$ cat src/rtl/jtag_mailbox_pkg.sv
// Shared encodings for the JTAG mailbox sequencer: opcodes, results,
// command/status field positions and the FSM state type.
package jtag_mailbox_pkg;
  localparam logic [1:0] OP_NOP   = 2'b00;
  localparam logic [1:0] OP_WRITE = 2'b01;
  localparam logic [1:0] OP_READ  = 2'b10;
  localparam logic [1:0] OP_BAD   = 2'b11;

  localparam logic [1:0] RES_OK      = 2'b00;
  localparam logic [1:0] RES_TIMEOUT = 2'b01;
  localparam logic [1:0] RES_BADOP   = 2'b10;

  localparam int TAG_LSB  = 24;
  localparam int TAG_W    = 8;
  localparam int OP_LSB   = 22;
  localparam int RES_LSB  = 22;
  localparam int BUSY_BIT = 21;
  localparam int CNT_W    = 16;

  typedef enum logic [1:0] {IDLE, QUAL, ACCESS, DONE} state_t;
endpackage

$ cat src/rtl/jtag_mailbox_ctrl.sv
// Turns host-written JTAG command words into single local-bus reads/writes
// and reports tag, result, busy and completion count back over JTAG.
module jtag_mailbox_ctrl
  import jtag_mailbox_pkg::*;
#(
  parameter int WIDTH   = 32,
  parameter int ADDR_W  = 16,
  parameter int TIMEOUT = 1023
) (
  input  logic              iMAIN_CLK,
  input  logic              iRESET,
  input  logic [WIDTH-1:0]  iCMD,
  input  logic [WIDTH-1:0]  iWDATA,
  output logic [WIDTH-1:0]  oSTATUS,
  output logic [WIDTH-1:0]  oRDATA,
  output logic [ADDR_W-1:0] oBUS_ADDR,
  output logic [WIDTH-1:0]  oBUS_WDATA,
  output logic              oBUS_WE,
  output logic              oBUS_RE,
  input  logic [WIDTH-1:0]  iBUS_RDATA,
  input  logic              iBUS_ACK
);
  localparam int TMR_W = $clog2(TIMEOUT + 1);

  state_t             state, nextState;
  logic [WIDTH-1:0]   cmdQ, wdQ, rdQ, rdataQ;
  logic [TAG_W-1:0]   lastTag;
  logic [1:0]         resQ, lastRes;
  logic [CNT_W-1:0]   doneCnt;
  logic [TMR_W-1:0]   tmr;
  logic               newTag, qualOk, tmo;
  logic [1:0]         op;

  assign newTag = iCMD[TAG_LSB +: TAG_W] != lastTag;
  // Both words must read back identical to what was captured one cycle
  // earlier, so a half-shifted JTAG update never reaches the bus.
  assign qualOk = (iCMD == cmdQ) && (iWDATA == wdQ);
  assign op     = cmdQ[OP_LSB +: 2];
  assign tmo    = tmr == TMR_W'(TIMEOUT - 1);

  always_ff @(posedge iMAIN_CLK or posedge iRESET) begin
    if (iRESET) state <= IDLE;
    else        state <= nextState;
  end

  always_comb begin
    nextState = state;
    case (state)
      IDLE:   if (newTag) nextState = QUAL;
      QUAL:   if (qualOk) nextState = (op == OP_WRITE || op == OP_READ) ? ACCESS : DONE;
      ACCESS: if (iBUS_ACK || tmo) nextState = DONE;
      DONE:   nextState = IDLE;
      default: nextState = IDLE;
    endcase
  end

  always_comb begin
    oBUS_WE = (state == ACCESS) && (op == OP_WRITE);
    oBUS_RE = (state == ACCESS) && (op == OP_READ);
    oSTATUS = '0;
    oSTATUS[TAG_LSB +: TAG_W] = lastTag;
    oSTATUS[RES_LSB +: 2]     = lastRes;
    oSTATUS[BUSY_BIT]         = state != IDLE;
    oSTATUS[CNT_W-1:0]        = doneCnt;
  end

  assign oBUS_ADDR  = cmdQ[ADDR_W-1:0];
  assign oBUS_WDATA = wdQ;
  assign oRDATA     = rdataQ;

  always_ff @(posedge iMAIN_CLK or posedge iRESET) begin
    if (iRESET) begin
      cmdQ    <= '0;
      wdQ     <= '0;
      rdQ     <= '0;
      rdataQ  <= '0;
      lastTag <= '0;
      resQ    <= RES_OK;
      lastRes <= RES_OK;
      doneCnt <= '0;
      tmr     <= '0;
    end else begin
      case (state)
        IDLE: if (newTag) begin
          cmdQ <= iCMD;
          wdQ  <= iWDATA;
        end
        QUAL: begin
          tmr <= '0;
          if (!qualOk) begin
            cmdQ <= iCMD;
            wdQ  <= iWDATA;
          end else begin
            resQ <= (op == OP_BAD) ? RES_BADOP : RES_OK;
          end
        end
        ACCESS: begin
          tmr <= tmr + TMR_W'(1);
          if (iBUS_ACK) begin
            resQ <= RES_OK;
            if (op == OP_READ) rdQ <= iBUS_RDATA;
          end else if (tmo) begin
            resQ <= RES_TIMEOUT;
          end
        end
        DONE: begin
          lastTag <= cmdQ[TAG_LSB +: TAG_W];
          lastRes <= resQ;
          doneCnt <= doneCnt + CNT_W'(1);
          // Read data is published together with the status word.
          if (op == OP_READ && resQ == RES_OK) rdataQ <= rdQ;
        end
        default: ;
      endcase
    end
  end
endmodule

$ cat config.mk
export PLATFORM = sky130hd
export DESIGN_NAME = jtag_mailbox_ctrl
export DESIGN_NICKNAME = d
export VERILOG_FILES = /design/src/rtl/jtag_mailbox_pkg.sv /design/src/rtl/jtag_mailbox_ctrl.sv
export SDC_FILE = /design/constraint.sdc
export NUM_CORES = 1
export LEC_CHECK = 0
export CORE_MARGIN = 5
export CORE_UTILIZATION = 55
export CTS_BUF_LIST = sky130_fd_sc_hd__clkbuf_4 sky130_fd_sc_hd__clkbuf_8
export CTS_CLUSTER_DIAMETER = 150
export DETAILED_ROUTE_END_ITERATION = 8
export PLACE_DENSITY = 0.95
export SLEW_MARGIN = 30
export SYNTH_ARGS = -nofsm -noshare
export SYNTH_HDL_FRONTEND = slang
export SYNTH_SLANG_ARGS = --single-unit
export TNS_END_PERCENT = 50
$ cat constraint.sdc
create_clock -name iMAIN_CLK -period 14.3 [get_ports iMAIN_CLK]
set_clock_uncertainty 0.05 [all_clocks]
set_input_delay 3.575 -clock iMAIN_CLK [delete_from_list [all_inputs] [get_ports iMAIN_CLK]]
set_output_delay 3.575 -clock iMAIN_CLK [all_outputs]
set_load 0.01 [all_outputs]
* After elaboration in Yosys (flattened, before gate mapping)
Cells that the tools add are included.
** Word-level totals
- Input bits :: 99
- Register bits :: 168
- Word-level logic and storage cells :: 60
- Output and inout port bits :: 114
** Operators by class
- Reductions and logical operators :: 16
- Equality and inequality tests :: 15
- Muxes and demuxes :: 17
- $add $sub $neg :: 2
** Operators by type and width (count)
- $mux 32 :: 4
- $pmux 32 s2 :: 2
- $eq 32x32->1 :: 2
- $pmux 10 s2 :: 1
- $add 16x1->16 const B :: 1
- $mux 2 :: 7
- $reduce_and 3->1 :: 4
- $add 10x1->10 const B :: 1
- $eq 10x10->1 const B :: 1
- $eq 2x2->1 const B :: 4
- $ne 2x2->1 const B :: 4
- $ne 8x8->1 :: 1
- $pmux 2 s4 :: 1
- $reduce_bool 2->1 :: 3
- $eq 2x1->1 const B :: 2
- $logic_and 1x1->1 :: 4
- $logic_not 2->1 :: 2
- $pmux 2 s2 :: 1
- $ne 3x3->1 const B :: 1
- $logic_or 1x1->1 :: 2
- $reduce_and 2->1 :: 1
- $mux 1 :: 1

* Longest topological paths before layout
Gate-level depths: netlist of the first run.
- Depth in word-level cells :: 5
- Depth in mapped cells :: 9
- Depth with buffers taken out :: 7

* Worst setup path before layout of the first run
Ideal clock, no wire load.
- Path kind :: input to register
- Start :: input iWDATA[17]
- End :: register wdQ[10] (netlist: oBUS_WDATA[10])
- Cell stages on the path :: 8
- Required time :: 14124 ps
- Arrival :: 5049 ps
- Slack :: 9076 ps
- Path buffers :: 2
- Cell sequence :: xnor2_1 > nand4_1 > nor4_1 > nand4_1 > buf_2 > buf_4 > mux2i_1 > a221o_1
** On the way
- Longest elaborated chain between the ends :: 4
** RTL lines
- start, declared :: RTL line jtag_mailbox_ctrl.sv:13 : input logic [WIDTH-1:0] iWDATA,
- $eq 32x32->1 :: RTL line jtag_mailbox_ctrl.sv:37 : assign qualOk = (iCMD == cmdQ) && (iWDATA == wdQ);
- $logic_and 1x1->1 :: RTL line jtag_mailbox_ctrl.sv:37
- $ne 2x2->1 (no line)
- $reduce_and 3->1 (no line)
- end signal, assigned :: RTL line jtag_mailbox_ctrl.sv:86 : wdQ <= iWDATA;
- end signal, assigned :: RTL line jtag_mailbox_ctrl.sv:92 : wdQ <= iWDATA;
- end, declared :: RTL line jtag_mailbox_ctrl.sv:26 : logic [WIDTH-1:0] cmdQ, wdQ, rdQ, rdataQ;
No other way between the ends.
A chain may end at the register's enable or synchronous reset.

* Worst setup path after layout of the first run
- Start :: input iWDATA[5]
- End :: register state[1]
** On the way
- Longest elaborated chain between the ends :: 4
** RTL lines
- $eq 32x32->1 :: RTL line jtag_mailbox_ctrl.sv:37
- $logic_and 1x1->1 :: RTL line jtag_mailbox_ctrl.sv:37
- $ne 2x2->1 (no line)
- $reduce_and 3->1 (no line)
- end signal, assigned :: RTL line jtag_mailbox_ctrl.sv:43 : else state <= nextState;
- end, declared :: RTL line jtag_mailbox_ctrl.sv:25 : state_t state, nextState;
No other way between the ends.

==> summary.txt, run 1 <==
Route
  • Violation count after the first detailed-route iteration: 624
  • DR DRC count: 0
  • DRT Wirelength: 25200 um
  • Final ANT Viol Nets: 0
  • Drt pass-1 iters: 7
  • Wire length per cell: 20.4 um
  • Drt via density: 6.08
  • Via count: 7483

Worst setup path
  • Max incr delay on CP: 0.52 ns
  • Buf/Inv on CP: 2
  • Worst setup SP type: input pin
  • Worst r2r path cells: 6
  • Critical path's top delay family: buffers and inverters
  • R2R Path Start: state[1]$_DFFE_PP0P_
  • Critical path launch point: iWDATA[5]
  • Worst reg2reg setup slack: 11.14 ns
  • Crit-path cells: clkdlybuf4s50_1, xnor2_1, nand4_1, nor4_1, nand4_1, buf_6, a221oi_2, mux2_1
  • Worst path depth: 8
  • Req. time, crit path: 14.59 ns
  • Most used cell, CP: nand4_1
  • CP arrival: 6.53 ns
  • CP endpoint kind: flip-flop
  • Critical path type: input pin to flip-flop
  • Crit path max-delay cell type: a221oi_2
  • Worst Setup EP: state[1]$_DFFE_PP0P_
  • Max FO, Critical Path: 69
  • Worst r2r dst: cmdQ[21]$_DFFE_PP0P_

CTS
  • Post-cts repair resize count: 0
  • Longest Clk Path Bufs: 2
  • Hold-fix buffers at CTS: 0
  • Sink Count: 168
  • CTS buffer count: 17
  • Clk_lat worst skew: 0.46 ns
  • Reg clk slew, reported paths: 0.09 ns
  • Htree depth: 4
  • Clock tree from TritonCTS: done
  • CTS root buffer: clkbuf_8
  • Postcts setup bufs: 0

Cells and area
  • Synth-to-Final Area Change: 27.5%
  • Post-Layout Cell Count: 1230
  • Commonest non-fill, non-tap cell in the layout: clkdlybuf4s50_1
  • Share of the core filled with cells: 70.8%
  • Most frequent cells in the layout: 207 x clkdlybuf4s50_1, 168 x dfrtp_1, 120 x nand2_1, 82 x xnor2_1, 64 x a221o_1
  • Share of cells above drive strength 1: 10.1%
  • Final net count: 1106

Status
  • Status: complete, no violations

Logic synthesis
  • Synthesized area: 9140 um^2
  • Post-synth EDFFs: 0
  • Top FF cell, synth: dfrtp_1
  • Synth Register Bits: 168
  • Yosys cell types: 42
  • Post-synthesis sequential area ratio: 46.0%
  • Post-Syn Instances: 831
  • Async S/R FF share, synth: 100%
  • Syn Area/Cell: 11.0 um^2
  • Synth Warn #: 0

Floorplan
  • Boundary pin count: 213
  • Core Area: 16500 um^2
  • Die Footprint: 19300 um^2
  • Initial core utilization: 55.5%
  • DIE WIDTH: 139 um
  • DIE HEIGHT: 139 um
  • Num rows: 47

Power and ir drop
  • Leak Pwr: 5.61 nW
  • Gate power share: 12.2%
  • Power share of the clock group: 36.1%
  • Reg power frac: 51.7%
  • Internal power component: 0.713 mW
  • Switching Power: 0.252 mW
  • PD cells: 82.8 nW/um^2
  • Net Sw Frac: 26.1%
  • Peak supply drop: 0.0543 mV

STA
  • Final Hold Vio Count: 0
  • Rel. slew slack: 48.3%
  • Final Setup Violations: 0
  • Setup_tns: 0 ns
  • Worst-margin pin slew: 0.776 ns
  • Final Max Tran Viols: 0
  • RSZ-0062 raised after global routing: false
  • Fmax: 160 MHz
  • Final period util: 43.7%
  • Crit path time final: 6.24 ns
  • Min Hold Slack: 0.443 ns
  • Fin worst setup slack: 8.06 ns

Global routing
  • Number of global-route vias before repair: 7440
  • GRT Residual Overflow: 0
  • GRT Resource Usage Total: 25.7%
  • First-pass GRT wire length: 40100 um
  • Initial antenna violation count: 1
  • Largest net degree at the start of global routing: 108

Min path
  • Hold WC Path Type: flip-flop to flip-flop

Placement
  • Worst slack, placed: 7.63 ns
  • Post-DP HPWL: 17200 um
  • PortBufs: 207
  • GP Congestion: 0.819
  • Inst Count DP: 1197

Run
  • Max Cap Viol: 0
[synth_stat cells (4+ instances only)]
master,number,share of area (%)
nor4_1,4,0.27
buf_4,23,1.9
mux2i_1,53,5.8
nand4_1,24,1.6
a221o_1,64,7.0
xnor2_1,82,7.9
buf_2,10,0.55
inv_1,13,0.53
mux2_2,49,6.0
mux2_1,27,3.3
buf_1,6,0.25
a22o_1,51,4.9
and3_1,21,1.4
nor2_1,12,0.49
dfrtp_1,168,46
clkbuf_1,37,1.5
xor2_1,7,0.67
ha_1,11,1.5
nand2_1,120,4.9
nand3_1,11,0.60
o21ai_0,12,0.66
[worst min-delay path by stage]
stage	from	to	slack (ns)	cells past startpoint
final	oRDATA[7]$_DFFE_PP0P_	oRDATA[7]$_DFFE_PP0P_	0.44	1
after floorplan	rdQ[0]$_DFFE_PP0P_	oRDATA[0]$_DFFE_PP0P_	0.41	1
after detailed placement	oRDATA[27]$_DFFE_PP0P_	oRDATA[27]$_DFFE_PP0P_	0.43	1
after global routing	rdQ[7]$_DFFE_PP0P_	oRDATA[7]$_DFFE_PP0P_	0.47	1
after CTS	oRDATA[8]$_DFFE_PP0P_	oRDATA[8]$_DFFE_PP0P_	0.45	1
after global placement	doneCnt[15]$_DFFE_PP0P_	doneCnt[15]$_DFFE_PP0P_	0.41	1
[flip-flops by register name, summed over array words and instances, names as in the netlist]
signal      cells
state           2
rdQ            32
cmdQ           32
doneCnt        16
oBUS_WDATA     32
tmr            10
lastTag         8
lastRes         2
oRDATA         32
resQ            2
[worst reg2reg max path, stage by stage, from the launching register on]
cell and delay, ns:
dfrtp_1 0.44, inv_1 0.13, ha_2 0.46, buf_4 0.50
clkinv_1 0.55, o21ai_2 0.68, a221o_1 0.28
[routing by layer]
metal / vias up / GRT usage (%) / routed length [um] / share of wire (%)
met5: - / 0 / 0 / 0
met4: 0 / 8.55 / 611 / 2.4
met3: 43 / 6.07 / 1950 / 7.7
met2: 368 / 42.1 / 12300 / 49
met1: 3742 / 34.0 / 10300 / 41
li1: 3330 / - / - / -
[stage by stage]
stage / power (mW) / area, um^2
final: 0.965 / 11700
after global routing: 1.00 / 11700
after CTS: 0.971 / 11600
after detailed placement: 0.624 / 11200
after global placement: 0.620 / 11200
after floorplan: 0.564 / 9150
[power groups by stage]
| stage | sequential [mW] | combinational (mW) | clock, mW |
|---|---|---|---|
| after CTS | 0.498 | 0.118 | 0.354 |
| after detailed placement | 0.507 | 0.117 | 0 |
| final | 0.499 | 0.118 | 0.348 |
| after floorplan | 0.506 | 0.0576 | 0 |
| after global routing | 0.500 | 0.127 | 0.374 |
| after global placement | 0.507 | 0.114 | 0 |
[layout make-up]
cell class / instances / area (um^2)
Timing Repair Buffer: 218 / 2160
Multi-Input combinational cell: 576 / 4540
Inverter: 15 / 63.8
Fill cell: 1155 / 4810
Tap cell: 220 / 275
Clock inverter: 14 / 166
Sequential cell: 168 / 4200
Antenna cell: 1 / 2.50
Clock buffer: 18 / 241
[kinds of logic after synthesis]
kind of cell	Yosys count	synth area share, %
AOI/OAI and AO/OA	140	13.7
and+or+nand+nor	202	10.2
other	1	0.0410
buffers and inverters	91	4.82
xor gates and xnor gates	89	8.53
adders and majority gates	11	1.51
muxes	129	15.2
DFF	168	46.0
Power figures use the tool's default switching activity.
==> inputs of run 2 (changes only) <==
--- a/config.mk
+++ b/config.mk
@@ -6,11 +6,11 @@
 export NUM_CORES = 1
 export LEC_CHECK = 0
 export CORE_MARGIN = 5
-export CORE_UTILIZATION = 55
+export CORE_UTILIZATION = 47
 export CTS_BUF_LIST = sky130_fd_sc_hd__clkbuf_4 sky130_fd_sc_hd__clkbuf_8
 export CTS_CLUSTER_DIAMETER = 150
 export DETAILED_ROUTE_END_ITERATION = 8
-export PLACE_DENSITY = 0.95
+export PLACE_DENSITY = 0.88
 export SLEW_MARGIN = 30
 export SYNTH_ARGS = -nofsm -noshare
 export SYNTH_HDL_FRONTEND = slang
==> constraint.sdc (replaced) <==
create_clock -name iMAIN_CLK -period 5.5 [get_ports iMAIN_CLK]
set_clock_uncertainty 0.05 [all_clocks]
set_input_delay 1.375 -clock iMAIN_CLK [delete_from_list [all_inputs] [get_ports iMAIN_CLK]]
set_output_delay 1.375 -clock iMAIN_CLK [all_outputs]
set_load 0.01 [all_outputs]
==> summary.txt, run 2 (synthesis results as in run 1) <==
Status
  • Status: complete, no violations

Global routing
  • GRT Residual Overflow: 0 (unchanged)
  • Initial antenna violation count: 0 (-1)
  • GRT Resource Usage Total: 22.6% (-3.1 points)
  • First-pass GRT wire length: 40100 um (+0.12%)
  • Number of global-route vias before repair: 7391 (-0.66%)
  • Largest net degree at the start of global routing: 84 (-22%)

Route
  • Drt via density: 5.81 (-4.5%)
  • Drt pass-1 iters: 5 (-2)
  • Wire length on met1: 10500 um (+2.5%)
  • Wire length per cell: 19.8 um (-2.9%)
  • Met3 WL: 2120 um (+8.9%)
  • Uppermost layer routed: met4
  • DRT Wirelength: 25300 um (+0.70%)
  • Via count: 7414 (-0.92%)
  • Violation count after the first detailed-route iteration: 621 (-0.48%)
  • DR DRC count: 0 (unchanged)
  • Final ANT Viol Nets: 0 (unchanged)
  • Detail Route met2 WL: 12100 um (-2.1%)

Worst setup path
  • Max FO, Critical Path: 54 (-22%)
  • Critical path type: input pin to flip-flop
  • Critical path launch point: iCMD[28]
  • Worst setup SP type: input pin
  • R2R Path Start: state[1]$_DFFE_PP0P_
  • CP endpoint kind: flip-flop
  • Req. time, crit path: 5.79 ns (-8.80 ns)
  • CP arrival: 3.99 ns (-2.54 ns)

CTS
  • Postcts setup bufs: 0 (unchanged)
  • CTS root buffer: clkbuf_8
  • Sink Count: 168 (unchanged)
  • Clock tree from TritonCTS: done
  • Htree depth: 4 (unchanged)
  • CTS buffer count: 17 (unchanged)
  • Reg clk slew, reported paths: 0.09 ns (about the same)
  • Post-cts repair resize count: 0 (unchanged)
  • Longest Clk Path Bufs: 2 (unchanged)
  • Clk_lat worst skew: 0.46 ns (about the same)
  • Hold-fix buffers at CTS: 0 (unchanged)

STA
  • Final Setup Violations: 0 (unchanged)
  • Rel. slew slack: 46.1% (-2.2 points)
  • RSZ-0062 raised after global routing: false
  • Min Hold Slack: 0.426 ns (-0.0165 ns)
  • Final Max Tran Viols: 0 (unchanged)
  • Final Hold Vio Count: 0 (unchanged)
  • Fmax: 270 MHz
  • Final period util: 67.3%
  • Setup_tns: 0 ns (unchanged)
  • Worst-margin pin slew: 0.807 ns (+0.0307 ns)
  • Crit path time final: 3.70 ns

Run
  • Max Cap Viol: 0 (unchanged)

Floorplan
  • Initial core utilization: 47.3% (-8.2 points)
  • DIE WIDTH: 149 um (+7.6%)
  • Num rows: 51 (+8.5%)
  • Boundary pin count: 213 (unchanged)
  • Die Footprint: 22300 um^2 (+16%)
  • DIE HEIGHT: 149 um (+7.6%)
  • Core Area: 19300 um^2 (+17%)

Cells and area
  • Most frequent cells in the layout: 207 x clkdlybuf4s50_1, 168 x dfrtp_1, 120 x nand2_1, 82 x xnor2_1, 64 x a221o_1
  • Synth-to-Final Area Change: 28.5%
  • Share of cells above drive strength 1: 10.3% (+0.18 points)
  • Post-Layout Cell Count: 1276 (+3.7%)
  • Antenna fix cells: 0 (-1)
  • Final net count: 1108 (+0.18%)
  • Commonest non-fill, non-tap cell in the layout: clkdlybuf4s50_1
  • Share of the core filled with cells: 60.7% (-10 points)

Power and ir drop
  • Tot Pwr: 2.72 mW (+180%)
  • PD cells: 232 nW/um^2 (+180%)
  • Leak Pwr: 5.63 nW (+0.32%)
  • Peak supply drop: 0.148 mV (+170%)

Placement
  • Inst Count DP: 1244 (+3.9%)
  • GP Congestion: 0.813 (-0.77%)
  • Post-DP HPWL: 17500 um (+2.2%)
  • PortBufs: 207 (unchanged)

Min path
  • Hold WC Path Type: flip-flop to flip-flop
  • Worst hold path startpoint: doneCnt[15]$_DFFE_PP0P_
-- run 2: cell types whose count changed in the layout (fill, tap and decap cells not counted) --
| cell | before | now |
|---|---|---|
| diode_2 | 1 | 0 |
| buf_6 | 1 | 0 |
| buf_4 | 10 | 12 |
| clkinv_2 | 1 | 2 |
| buf_12 | 0 | 1 |
| clkbuf_4 | 1 | 0 |
| clkinv_8 | 1 | 0 |
| bufinv_16 | 2 | 3 |
| clkinv_4 | 3 | 4 |
| inv_6 | 5 | 4 |
-- run 2: routing by layer --
layer	vias up	global-route usage, %
met1	3657	30.4
met3	51	5.24
met4	0	7.55
li1	3338	-
met2	368	36.4
met5	-	0
-- run 2: final timing paths --
path	end	slack (ns)	depth (start not counted)
hold reg to reg	doneCnt[15]$_DFFE_PP0P_	0.43	1
setup / recovery	cmdQ[28]$_DFFE_PP0P_	1.80	8
min in group asynchronous	oRDATA[0]$_DFFE_PP0P_	1.31	2
hold / removal	doneCnt[15]$_DFFE_PP0P_	0.43	1
max in group asynchronous	rdQ[26]$_DFFE_PP0P_	3.01	3
setup reg to reg	oBUS_WDATA[26]$_DFFE_PP0P_	2.63	8
-- run 2: stage by stage --
step | cell area (um^2) | setup WS [ns]
CTS | 11700 | 1.78
floorplan | 9160 | 1.93
finish | 11700 | 1.80
detailed placement | 11300 | 1.31
global route | 11700 | 1.69
global placement | 11300 | 1.40
-- run 2: area by class of cell --
cell class / count / area, um^2
inverters: 15 / 60.1
fillers: 1519 / 7590
repair buffers: 220 / 2180
clock buffers: 17 / 234
flip-flops and latches: 168 / 4200
multi-input cells: 576 / 4540
well taps: 265 / 332
clock inverters: 15 / 189
-- run 2: critical path, cell delays in order --
cell and delay, ns:
clkdlybuf4s50_1 0.59, xnor2_1 0.15, nand4_1 0.21, nor3_4 0.22, buf_4 0.56, nor3_1 0.24
buf_4 0.24, a221o_1 0.36
-- run 2: power by group --
group	switching (mW)	leakage [nW]	internal (mW)
clock	0.478	0.213	0.459
combinational	0.180	3.23	0.248
sequential	0.0691	2.19	1.29
==> inputs of run 3 (changes only) <==
==> constraint.sdc (replaced) <==
create_clock -name iMAIN_CLK -period 3.39 [get_ports iMAIN_CLK]
set_clock_uncertainty 0.05 [all_clocks]
set_input_delay 0.8475 -clock iMAIN_CLK [delete_from_list [all_inputs] [get_ports iMAIN_CLK]]
set_output_delay 0.8475 -clock iMAIN_CLK [all_outputs]
set_load 0.01 [all_outputs]
==> summary.txt, run 3 (synthesis results as in run 1) <==
Floorplan
  • Num rows: 51 (unchanged)
  • Core Area: 19300 um^2 (unchanged)
  • Die Footprint: 22300 um^2 (unchanged)
  • Boundary pin count: 213 (unchanged)
  • DIE WIDTH: 149 um (unchanged)
  • Initial core utilization: 47.3% (unchanged)
  • DIE HEIGHT: 149 um (unchanged)

Global routing
  • Initial antenna violation count: 1 (+1)
  • Largest net degree at the start of global routing: 56 (-33%)
  • Number of global-route vias before repair: 7541 (+2.0%)
  • GRT Resource Usage Total: 22.8% (+0.21 points)
  • GRT Residual Overflow: 0 (unchanged)
  • First-pass GRT wire length: 40400 um (+0.70%)

CTS
  • Clk_lat worst skew: 0.47 ns (about the same)
  • CTS buffer count: 17 (unchanged)
  • Reg clk slew, reported paths: 0.10 ns (about the same)
  • Post-cts repair resize count: 0 (unchanged)
  • Htree depth: 4 (unchanged)
  • Clock tree from TritonCTS: done
  • CTS root buffer: clkbuf_8
  • Postcts setup bufs: 0 (unchanged)
  • Hold-fix buffers at CTS: 0 (unchanged)
  • Longest Clk Path Bufs: 2 (unchanged)
  • Sink Count: 168 (unchanged)

Worst setup path
  • Worst setup SP type: flip-flop
  • Worst r2r dst: resQ[0]$_DFFE_PP0P_
  • R2R Path Start: cmdQ[11]$_DFFE_PP0P_
  • Max FO, Critical Path: 13 (-76%)
  • Critical path launch point: state[0]$_DFFE_PP0P_
  • Worst reg2reg setup slack: 0.80 ns (-1.83 ns)
  • Worst r2r path cells: 8 (unchanged)
  • Critical path type: flip-flop to primary output
  • CP endpoint kind: primary output
  • Req. time, crit path: 2.49 ns (-3.30 ns)
  • CP arrival: 2.29 ns (-1.70 ns)
  • Worst Setup EP: oBUS_RE

STA
  • Rel. slew slack: 50.6% (+4.5 points)
  • Worst-margin pin slew: 0.735 ns (-0.0718 ns)
  • Setup_tns: 0 ns (unchanged)
  • Final Max Tran Viols: 0 (unchanged)
  • Final Setup Violations: 0 (unchanged)
  • Fmax: 313 MHz
  • Final Hold Vio Count: 0 (unchanged)
  • RSZ-0062 raised after global routing: false
  • Final period util: 94.2%
  • Crit path time final: 3.19 ns

Cells and area
  • Share of cells above drive strength 1: 11.4% (+1.1 points)
  • Final net count: 1122 (+1.3%)
  • Post-Layout Cell Count: 1291 (+1.2%)
  • Fillers: 1564 (+3.0%)
  • Synth-to-Final Area Change: 29.5%
  • Commonest non-fill, non-tap cell in the layout: clkdlybuf4s50_1
  • Most frequent cells in the layout: 207 x clkdlybuf4s50_1, 168 x dfrtp_1, 120 x nand2_1, 82 x xnor2_1, 64 x a221o_1

Placement
  • Post-DP HPWL: 18700 um (+6.5%)
  • Inst Count DP: 1258 (+1.1%)
  • PortBufs: 207 (unchanged)
  • GP Congestion: 0.841 (+3.5%)

Route
  • DR DRC count: 0 (unchanged)
  • Wire length per cell: 20.2 um (+1.8%)
  • Via count: 7599 (+2.5%)
  • Drt via density: 5.89 (+1.3%)
  • Violation count after the first detailed-route iteration: 654 (+5.3%)
  • DRT Wirelength: 26100 um (+3.0%)
  • Drt pass-1 iters: 6 (+1)
  • Final ANT Viol Nets: 0 (unchanged)

Power and ir drop
  • PD cells: 549 nW/um^2 (+140%)
  • Tot Pwr: 6.50 mW (+140%)
  • Peak supply drop: 0.287 mV (+94%)
  • Leak Pwr: 5.68 nW (+0.87%)

Run
  • Max Cap Viol: 0 (unchanged)

Min path
  • Worst hold path startpoint: oRDATA[2]$_DFFE_PP0P_
  • Hold WC Path Type: flip-flop to flip-flop

Status
  • Status: complete, no violations
run 3: worst max-delay path, cell delays in order, from the launching register on:
cell	delay, ns
dfrtp_1	0.43
inv_1	0.16
ha_1	0.44
and2_1	0.26
clkdlybuf4s50_1	0.56
run 3: layer usage:
layer	GRT usage, %	wire length (um)	vias up
met5	0	0	-
met1	29.8	10600	3783
met4	8.88	690	0
met2	36.5	12300	397
li1	-	-	3367
met3	6.09	2450	52
run 3: worst min-delay path by stage:
stage	to	slack, ns	depth (start not counted)
finish	oRDATA[2]$_DFFE_PP0P_	0.44	1
global route	oRDATA[2]$_DFFE_PP0P_	0.47	1
CTS	oRDATA[2]$_DFFE_PP0P_	0.45	1
detailed placement	oRDATA[2]$_DFFE_PP0P_	0.42	1
global placement	doneCnt[15]$_DFFE_PP0P_	0.41	1
floorplan	oRDATA[0]$_DFFE_PP0P_	0.41	1
run 3: layout make-up:
type	instances	area (um^2)	area share (%)
multi-input cells	576	4540	38.3
flip-flops and latches	168	4200	35.5
repair buffers	234	2310	19.5
well taps	265	332	2.80
clock buffers	17	234	1.98
clock inverters	15	153	1.29
inverters	15	60.1	0.508
diodes	1	2.50	0.0211
run 3: power by group:
group          internal (mW)  switching (mW)  total (mW)
clock                  0.550           0.852        1.40
combinational           1.28            1.31        2.59
sequential              2.22           0.285        2.51
run 3: per-stage QoR:
| step | hold slack (ns) | setup slack, ns | cell area (um^2) | util [%] |
|---|---|---|---|---|
| 6_report | 0.438 | 0.198 | 11800 | 61.2 |
| 5_1_grt | 0.466 | 0.0622 | 11800 | 61.2 |
| 4_1_cts | 0.445 | 0.148 | 11800 | 61.2 |
| 3_5_place_dp | 0.424 | 0.0129 | 11400 | 59.2 |
| 3_3_place_gp | 0.407 | 0.0767 | 11400 | 59.2 |
| 2_1_floorplan | 0.409 | 0.352 | 9160 | - |
